$ cat src/rtl/sc_axi2regbus_pkg.sv
// Shared definitions for the AXI4-Lite to regbus bridge.
// Holds the AXI response codes, the per-channel FSM state type and the
// helper that turns AxPROT into the regbus access-type field.
package sc_axi2regbus_pkg;

  localparam logic [1:0] RESP_OKAY   = 2'b00;
  localparam logic [1:0] RESP_SLVERR = 2'b10;

  typedef enum logic [1:0] {
    IDLE = 2'd0,
    ACC  = 2'd1,
    RESP = 2'd2
  } sc_a2r_state_t;

  // regbus carries the AXI protection bits in the low bits of a 10-bit type field
  function automatic logic [9:0] prot_to_typ(input logic [2:0] prot);
    return {7'b0, prot};
  endfunction

endpackage

$ cat src/rtl/sc_a2r_waitcnt.sv
// Wait-cycle counter for one regbus channel, with timeout detection.
// Ports: clk/rst; active (channel is in its access state), wat (slave wait
//   this cycle); expired (this wait cycle is the TIMEOUT-th one, abort access).
module sc_a2r_waitcnt #(
  parameter int TIMEOUT = 256
) (
  input  logic clk,
  input  logic rst,
  input  logic active,
  input  logic wat,
  output logic expired
);

  localparam logic [15:0] TO_VAL = 16'(TIMEOUT);
  localparam logic        TO_EN  = (TIMEOUT != 0);

  logic [15:0] cnt;
  logic [15:0] cnt_inc;

  // saturate so a disabled or huge timeout never wraps back onto TO_VAL
  always_comb begin
    cnt_inc = (cnt == 16'hFFFF) ? cnt : cnt + 16'd1;
  end

  // held at zero outside the access state, so every access starts from 0
  always_ff @(posedge clk) begin
    if (rst || !active) begin
      cnt <= 16'd0;
    end else if (wat) begin
      cnt <= cnt_inc;
    end
  end

  // fires on the wait cycle that brings the count up to TIMEOUT
  always_comb begin
    expired = TO_EN && active && wat && (cnt_inc == TO_VAL);
  end

endmodule

$ cat src/rtl/sc_axi2regbus.sv
// AXI4-Lite slave to Space Cubics regbus master bridge.
// AXI side: AW/W/B and AR/R channels (CLK domain, synchronous active-high RESET).
// Regbus side: WENB/WADR/WDAT/WTYP out, WWAT/WERR in; RENB/RADR/RTYP out, RDAT/RWAT/RERR in.
module sc_axi2regbus
  import sc_axi2regbus_pkg::*;
#(
  parameter int          TIMEOUT   = 256,
  parameter logic [31:0] ADDR_MASK = 32'hFFFF_FFFF
) (
  input  logic        CLK,
  input  logic        RESET,
  // AXI write address / data / response
  input  logic [31:0] AWADDR,
  input  logic [2:0]  AWPROT,
  input  logic        AWVALID,
  output logic        AWREADY,
  input  logic [31:0] WDATA,
  input  logic [3:0]  WSTRB,
  input  logic        WVALID,
  output logic        WREADY,
  output logic [1:0]  BRESP,
  output logic        BVALID,
  input  logic        BREADY,
  // AXI read address / data
  input  logic [31:0] ARADDR,
  input  logic [2:0]  ARPROT,
  input  logic        ARVALID,
  output logic        ARREADY,
  output logic [31:0] RDATA,
  output logic [1:0]  RRESP,
  output logic        RVALID,
  input  logic        RREADY,
  // regbus master
  output logic [3:0]  WENB,
  output logic [31:0] WADR,
  output logic [31:0] WDAT,
  output logic [9:0]  WTYP,
  input  logic        WWAT,
  input  logic        WERR,
  output logic        RENB,
  output logic [31:0] RADR,
  output logic [9:0]  RTYP,
  input  logic [31:0] RDAT,
  input  logic        RWAT,
  input  logic        RERR
);

  sc_a2r_state_t w_state, w_next;
  sc_a2r_state_t r_state, r_next;
  logic [3:0]    w_strb;
  logic          w_take, r_take;
  logic          w_expired, r_expired;

  // AW and W are only taken together; a lone AW or W waits for its partner
  assign w_take = (w_state == IDLE) && AWVALID && WVALID && !RESET;
  assign r_take = (r_state == IDLE) && ARVALID && !RESET;

  sc_a2r_waitcnt #(.TIMEOUT(TIMEOUT)) u_wcnt (
    .clk     (CLK),
    .rst     (RESET),
    .active  (w_state == ACC),
    .wat     (WWAT),
    .expired (w_expired)
  );

  sc_a2r_waitcnt #(.TIMEOUT(TIMEOUT)) u_rcnt (
    .clk     (CLK),
    .rst     (RESET),
    .active  (r_state == ACC),
    .wat     (RWAT),
    .expired (r_expired)
  );

  // ---------------- write channel ----------------
  always_ff @(posedge CLK) begin
    if (RESET) w_state <= IDLE;
    else       w_state <= w_next;
  end

  always_comb begin
    w_next = w_state;
    case (w_state)
      // an all-zero strobe has nothing to write: answer OKAY without a bus cycle
      IDLE:    if (AWVALID && WVALID) w_next = (WSTRB == 4'b0) ? RESP : ACC;
      ACC:     if (!WWAT || w_expired) w_next = RESP;
      RESP:    if (BREADY) w_next = IDLE;
      default: w_next = IDLE;
    endcase
  end

  always_comb begin
    AWREADY = 1'b0;
    WREADY  = 1'b0;
    WENB    = 4'b0;
    BVALID  = 1'b0;
    case (w_state)
      IDLE: begin
        AWREADY = w_take;
        WREADY  = w_take;
      end
      ACC:     WENB   = w_strb;
      RESP:    BVALID = 1'b1;
      default: ;
    endcase
  end

  always_ff @(posedge CLK) begin
    if (RESET) begin
      WADR   <= 32'd0;
      WDAT   <= 32'd0;
      WTYP   <= 10'd0;
      w_strb <= 4'b0;
      BRESP  <= RESP_OKAY;
    end else if (w_take) begin
      WADR   <= AWADDR & ADDR_MASK;
      WDAT   <= WDATA;
      WTYP   <= prot_to_typ(AWPROT);
      w_strb <= WSTRB;
      BRESP  <= RESP_OKAY;
    end else if (w_state == ACC) begin
      if (!WWAT)          BRESP <= WERR ? RESP_SLVERR : RESP_OKAY;
      else if (w_expired) BRESP <= RESP_SLVERR;
    end
  end

  // ---------------- read channel ----------------
  always_ff @(posedge CLK) begin
    if (RESET) r_state <= IDLE;
    else       r_state <= r_next;
  end

  always_comb begin
    r_next = r_state;
    case (r_state)
      IDLE:    if (ARVALID) r_next = ACC;
      ACC:     if (!RWAT || r_expired) r_next = RESP;
      RESP:    if (RREADY) r_next = IDLE;
      default: r_next = IDLE;
    endcase
  end

  always_comb begin
    ARREADY = 1'b0;
    RENB    = 1'b0;
    RVALID  = 1'b0;
    case (r_state)
      IDLE:    ARREADY = r_take;
      ACC:     RENB    = 1'b1;
      RESP:    RVALID  = 1'b1;
      default: ;
    endcase
  end

  always_ff @(posedge CLK) begin
    if (RESET) begin
      RADR  <= 32'd0;
      RTYP  <= 10'd0;
      RDATA <= 32'd0;
      RRESP <= RESP_OKAY;
    end else if (r_take) begin
      RADR <= ARADDR & ADDR_MASK;
      RTYP <= prot_to_typ(ARPROT);
    end else if (r_state == ACC) begin
      if (!RWAT) begin
        RDATA <= RDAT;
        RRESP <= RERR ? RESP_SLVERR : RESP_OKAY;
      end else if (r_expired) begin
        RDATA <= 32'd0;
        RRESP <= RESP_SLVERR;
      end
    end
  end

endmodule

$ cat config.mk
export PLATFORM = sky130hd
export DESIGN_NAME = sc_axi2regbus
export DESIGN_NICKNAME = d
export VERILOG_FILES = /design/src/rtl/sc_axi2regbus_pkg.sv /design/src/rtl/sc_a2r_waitcnt.sv /design/src/rtl/sc_axi2regbus.sv
export SDC_FILE = /design/constraint.sdc
export NUM_CORES = 1
export LEC_CHECK = 0
export BUFFER_PORTS_ARGS = -buffer_cell sky130_fd_sc_hd__buf_4
export CORE_UTILIZATION = 45
export CTS_BUF_LIST = sky130_fd_sc_hd__clkbuf_4
export CTS_CLUSTER_SIZE = 10
export DETAILED_ROUTE_END_ITERATION = 10
export GPL_ROUTABILITY_DRIVEN = 0
export PLACE_DENSITY = 0.76
export RECOVER_POWER = 25
export SLEW_MARGIN = 20
export SYNTH_ARGS = -nofsm -noshare
export SYNTH_HDL_FRONTEND = slang
export SYNTH_SLANG_ARGS = --single-unit
$ cat constraint.sdc
create_clock -name CLK -period 2.8 [get_ports CLK]
set_input_delay 0.42 -clock CLK [delete_from_list [all_inputs] [get_ports CLK]]
set_output_delay 0.42 -clock CLK [all_outputs]
set_load 0.02 [all_outputs]
==> results_dict.tcl <==
set metrics [dict create \
    leakage_nw 4.18 \
    finalHoldViolations 0 \
    post-route-period-util_pct 94.6 \
    worstPathArrival_ns 3.06 \
    period_needed_ns 2.65 \
    cp-end-kind "flip-flop" \
    die_w_um 131 \
    slew_headroom_pct -20.0 \
    setup_viol_count_final 0 \
    final_nets 1344 \
    dr.first_iter.drc_count 529 \
    ys_types 59 \
    min_path_cells 3 \
    synthesis.instances 925 \
    dp_hpwl_um 15200 \
    yosys_warnings 0 \
    r2r_slack_ns 0.15 \
    finish.instance_area_sq_um 10100 \
    clockBufferDepth 2 \
    overflow 0 \
    fmax_ghz 0.377 \
    num_rows 46 \
    drc 0 \
    hp-start "RDAT[15]" \
    r2r_start "u_rcnt.cnt[0]" \
    drt-total-wl_um 21500 \
    post_drt_wl_per_cell_um 15.1 \
    start_util_pct 46.7 \
    antenna_found_initial 1 \
    failed_checks "max-capacitance violations, max-slew violations" \
    numCtsBuffers 17 \
    worstSetupPathType "flip-flop to flip-flop" \
    maxCapViolCount 1 \
    outcome "complete, but fails checks" \
    viasPerCell 5.13 \
    yosysSeqAreaShare_pct 46.8 \
    timing.rr.end "r_state[0]" \
    tritoncts "built" \
    core-area_sq_um 16100 \
    io_pins 311 \
    grt-busiest-layer "met2" \
    p_per_area_nw_per_um2 535 \
    async_reset_ff_share_pct 0 \
    path_max_fanout 28 \
    port_buffers 294 \
    fin_util_pct 62.7 \
    synth_edf_count 0 \
    hold_class "input port to flip-flop" \
    clk_pin_slew_ns 0.15 \
    h-tree-depth 4 \
    syn_avg_cell_area_sq_um 8.14 \
    grt_pass1_vias 6885 \
    dieArea_sq_um 17300 \
    grt_pass1_wl_um 34300 \
    die_y_um 131 \
    cp.required_ns 3.21 \
    antenna_left 0 \
    grt_max_degree 72 \
    whs_endpoint "RDATA[15]" \
    clk_latency_ns 0.56 \
    use_met1_pct 29.4 \
    place_area_sq_um 9820 \
    reg2reg_depth 7 \
    nFillCells 1502 \
    drive_above_1_share_pct 28.4 \
    tightest_slew_ns 1.80 \
    cts_sinks 176 \
    startpoint_type "flip-flop" \
    slew_violations 37 \
    syn2layout_area_growth_pct 34.2 \
    rsz0062_at_grt "no" \
    root_buffer "clkbuf_4" \
    vdd_ir_drop_max_uv 276 \
    grtUsageMet3_pct 8.41 \
    grt_use_met2_pct 41.2 \
    ys.flop_type "dfxtp_1" \
    track_usage_pct 24.6 \
    setup_tns_ns 0 \
    vias 7307 \
    clock_skew_ns 0.0235 \
    ys_ff_latch 176 \
    synth_area_sq_um 7530 \
    drtPass1Iterations 6 \
]
[cell type report]
class / instances / area (sq um) / area share, %
diodes: 1 / 2.50 / 0.0248
clock inverters: 14 / 236 / 2.34
inverters: 41 / 154 / 1.52
multi-input cells: 639 / 3520 / 34.9
clock buffers: 18 / 135 / 1.34
well taps: 216 / 270 / 2.67
flip-flops and latches: 176 / 3530 / 34.9
repair buffers: 318 / 2250 / 22.3
[placed cells by master, fill, tap and decap left out, types with 8 or more instances in the layout]
| cell type | n |
|---|---|
| clkbuf_4 | 18 |
| nand3_1 | 18 |
| clkbuf_1 | 46 |
| and3_1 | 13 |
| inv_1 | 40 |
| a32oi_1 | 32 |
| o21ai_2 | 29 |
| and4_1 | 8 |
| nand2_1 | 234 |
| nor3_1 | 10 |
| dfxtp_1 | 174 |
| buf_4 | 264 |
| nor2_1 | 43 |
| conb_1 | 16 |
| a31oi_1 | 8 |
| a21oi_1 | 120 |
| nand4_1 | 10 |
| xor2_1 | 18 |
[per-layer routing]
| layer | wire length, um | vias up |
|---|---|---|
| li1 | - | 3639 |
| met3 | 1730 | 29 |
| met1 | 9030 | 3356 |
| met5 | 0 | - |
| met4 | 354 | 0 |
| met2 | 10300 | 283 |
[metrics by stage]
step / total power [mW] / cells / hold WS (ns) / setup WS (ns)
after CTS: 5.48 / 1416 / 0.00106 / 0.108
after floorplan: 3.25 / 940 / 0.432 / 0.320
after global placement: 3.67 / 1384 / 0.438 / 0.236
final: 5.41 / 1423 / 0.0564 / 0.151
after global routing: 5.65 / 1423 / 0.000985 / 0.0166
after detailed placement: 3.69 / 1384 / 0.445 / 0.124
[power breakdown]
group | total (mW) | switching (mW) | internal [mW]
Sequential | 2.71 | 0.0751 | 2.63
Combinational | 0.898 | 0.523 | 0.375
Clock | 1.80 | 0.905 | 0.899
Total | 5.41 | 1.50 | 3.90
[worst max-delay path by stage]
stage,startpoint,endpoint,slack [ns]
floorplan,u_rcnt.cnt[0],r_state[0],0.32
global placement,u_rcnt.cnt[5],r_state[0],0.24
detailed placement,u_rcnt.cnt[5],RDATA[0],0.12
CTS,u_rcnt.cnt[5],RDATA[0],0.11
global route,u_rcnt.cnt[6],r_state[0],0.02
finish,u_rcnt.cnt[0],r_state[0],0.15
[state kept, by name (all words and copies together) (netlist names)]
| name | flops |
|---|---|
| BRESP | 1 |
| WDAT | 32 |
| RRESP | 1 |
| WTYP | 3 |
| RDATA | 32 |
| WADR | 32 |
| w_strb | 4 |
| w_state | 2 |
| u_wcnt.cnt | 16 |
| u_rcnt.cnt | 16 |
| RTYP | 3 |
| RADR | 32 |
| r_state | 2 |
[critical path, cell delays in order (launching register included)]
cell,delay [ns]
dfxtp_1,0.43
ha_1,0.27
or4b_2,0.65
nor3_2,0.18
o211ai_2,0.15
o41ai_4,0.47
buf_12,0.27
o22ai_4,0.09
[cells by family after synthesis]
| group | synth area share (%) |
|---|---|
| xor+xnor | 2.91 |
| flops | 46.8 |
| mux | 0.947 |
| buf+inv | 7.48 |
| fa+ha+maj | 0.332 |
| compound gates | 19.5 |
| simple gates | 22.0 |
| other cells | 0.0498 |
[Yosys cell counts (2+ instances only)]
master / instances / area share, %
nor2_1: 43 / 2.1
buf_2: 6 / 0.40
xnor2_1: 7 / 0.81
o21bai_1: 2 / 0.20
a32oi_1: 32 / 3.7
nand2_1: 234 / 12
xor2_1: 18 / 2.1
a41oi_1: 3 / 0.35
nor4b_1: 2 / 0.23
buf_1: 4 / 0.20
and3_1: 13 / 1.1
o21ai_0: 5 / 0.33
buf_4: 17 / 1.7
nor4_1: 4 / 0.33
dfxtp_1: 176 / 47
mux2i_1: 6 / 0.80
buf_6: 3 / 0.45
nor2b_1: 6 / 0.50
nand2b_1: 4 / 0.33
o2111ai_1: 2 / 0.23
nand3_1: 18 / 1.2
nor3_1: 12 / 0.80
o41ai_4: 2 / 0.73
inv_1: 40 / 2.0
a31oi_1: 8 / 0.66
clkbuf_1: 54 / 2.7
nand4_1: 10 / 0.83
and2_1: 7 / 0.58
a21oi_1: 120 / 8.0
o21ai_2: 29 / 3.4
or4_1: 2 / 0.20
and4_1: 8 / 0.93
ha_1: 2 / 0.33
[timing repair]
action                                  in CTS  in global routing
setup buffers                                0                  0
hold buffers                                 0                  6
endpoints found under the setup margin       0                  3
resized for setup                            0                  4
hold endpoints to repair                     0                  6
(Power assumes the default switching activity.)
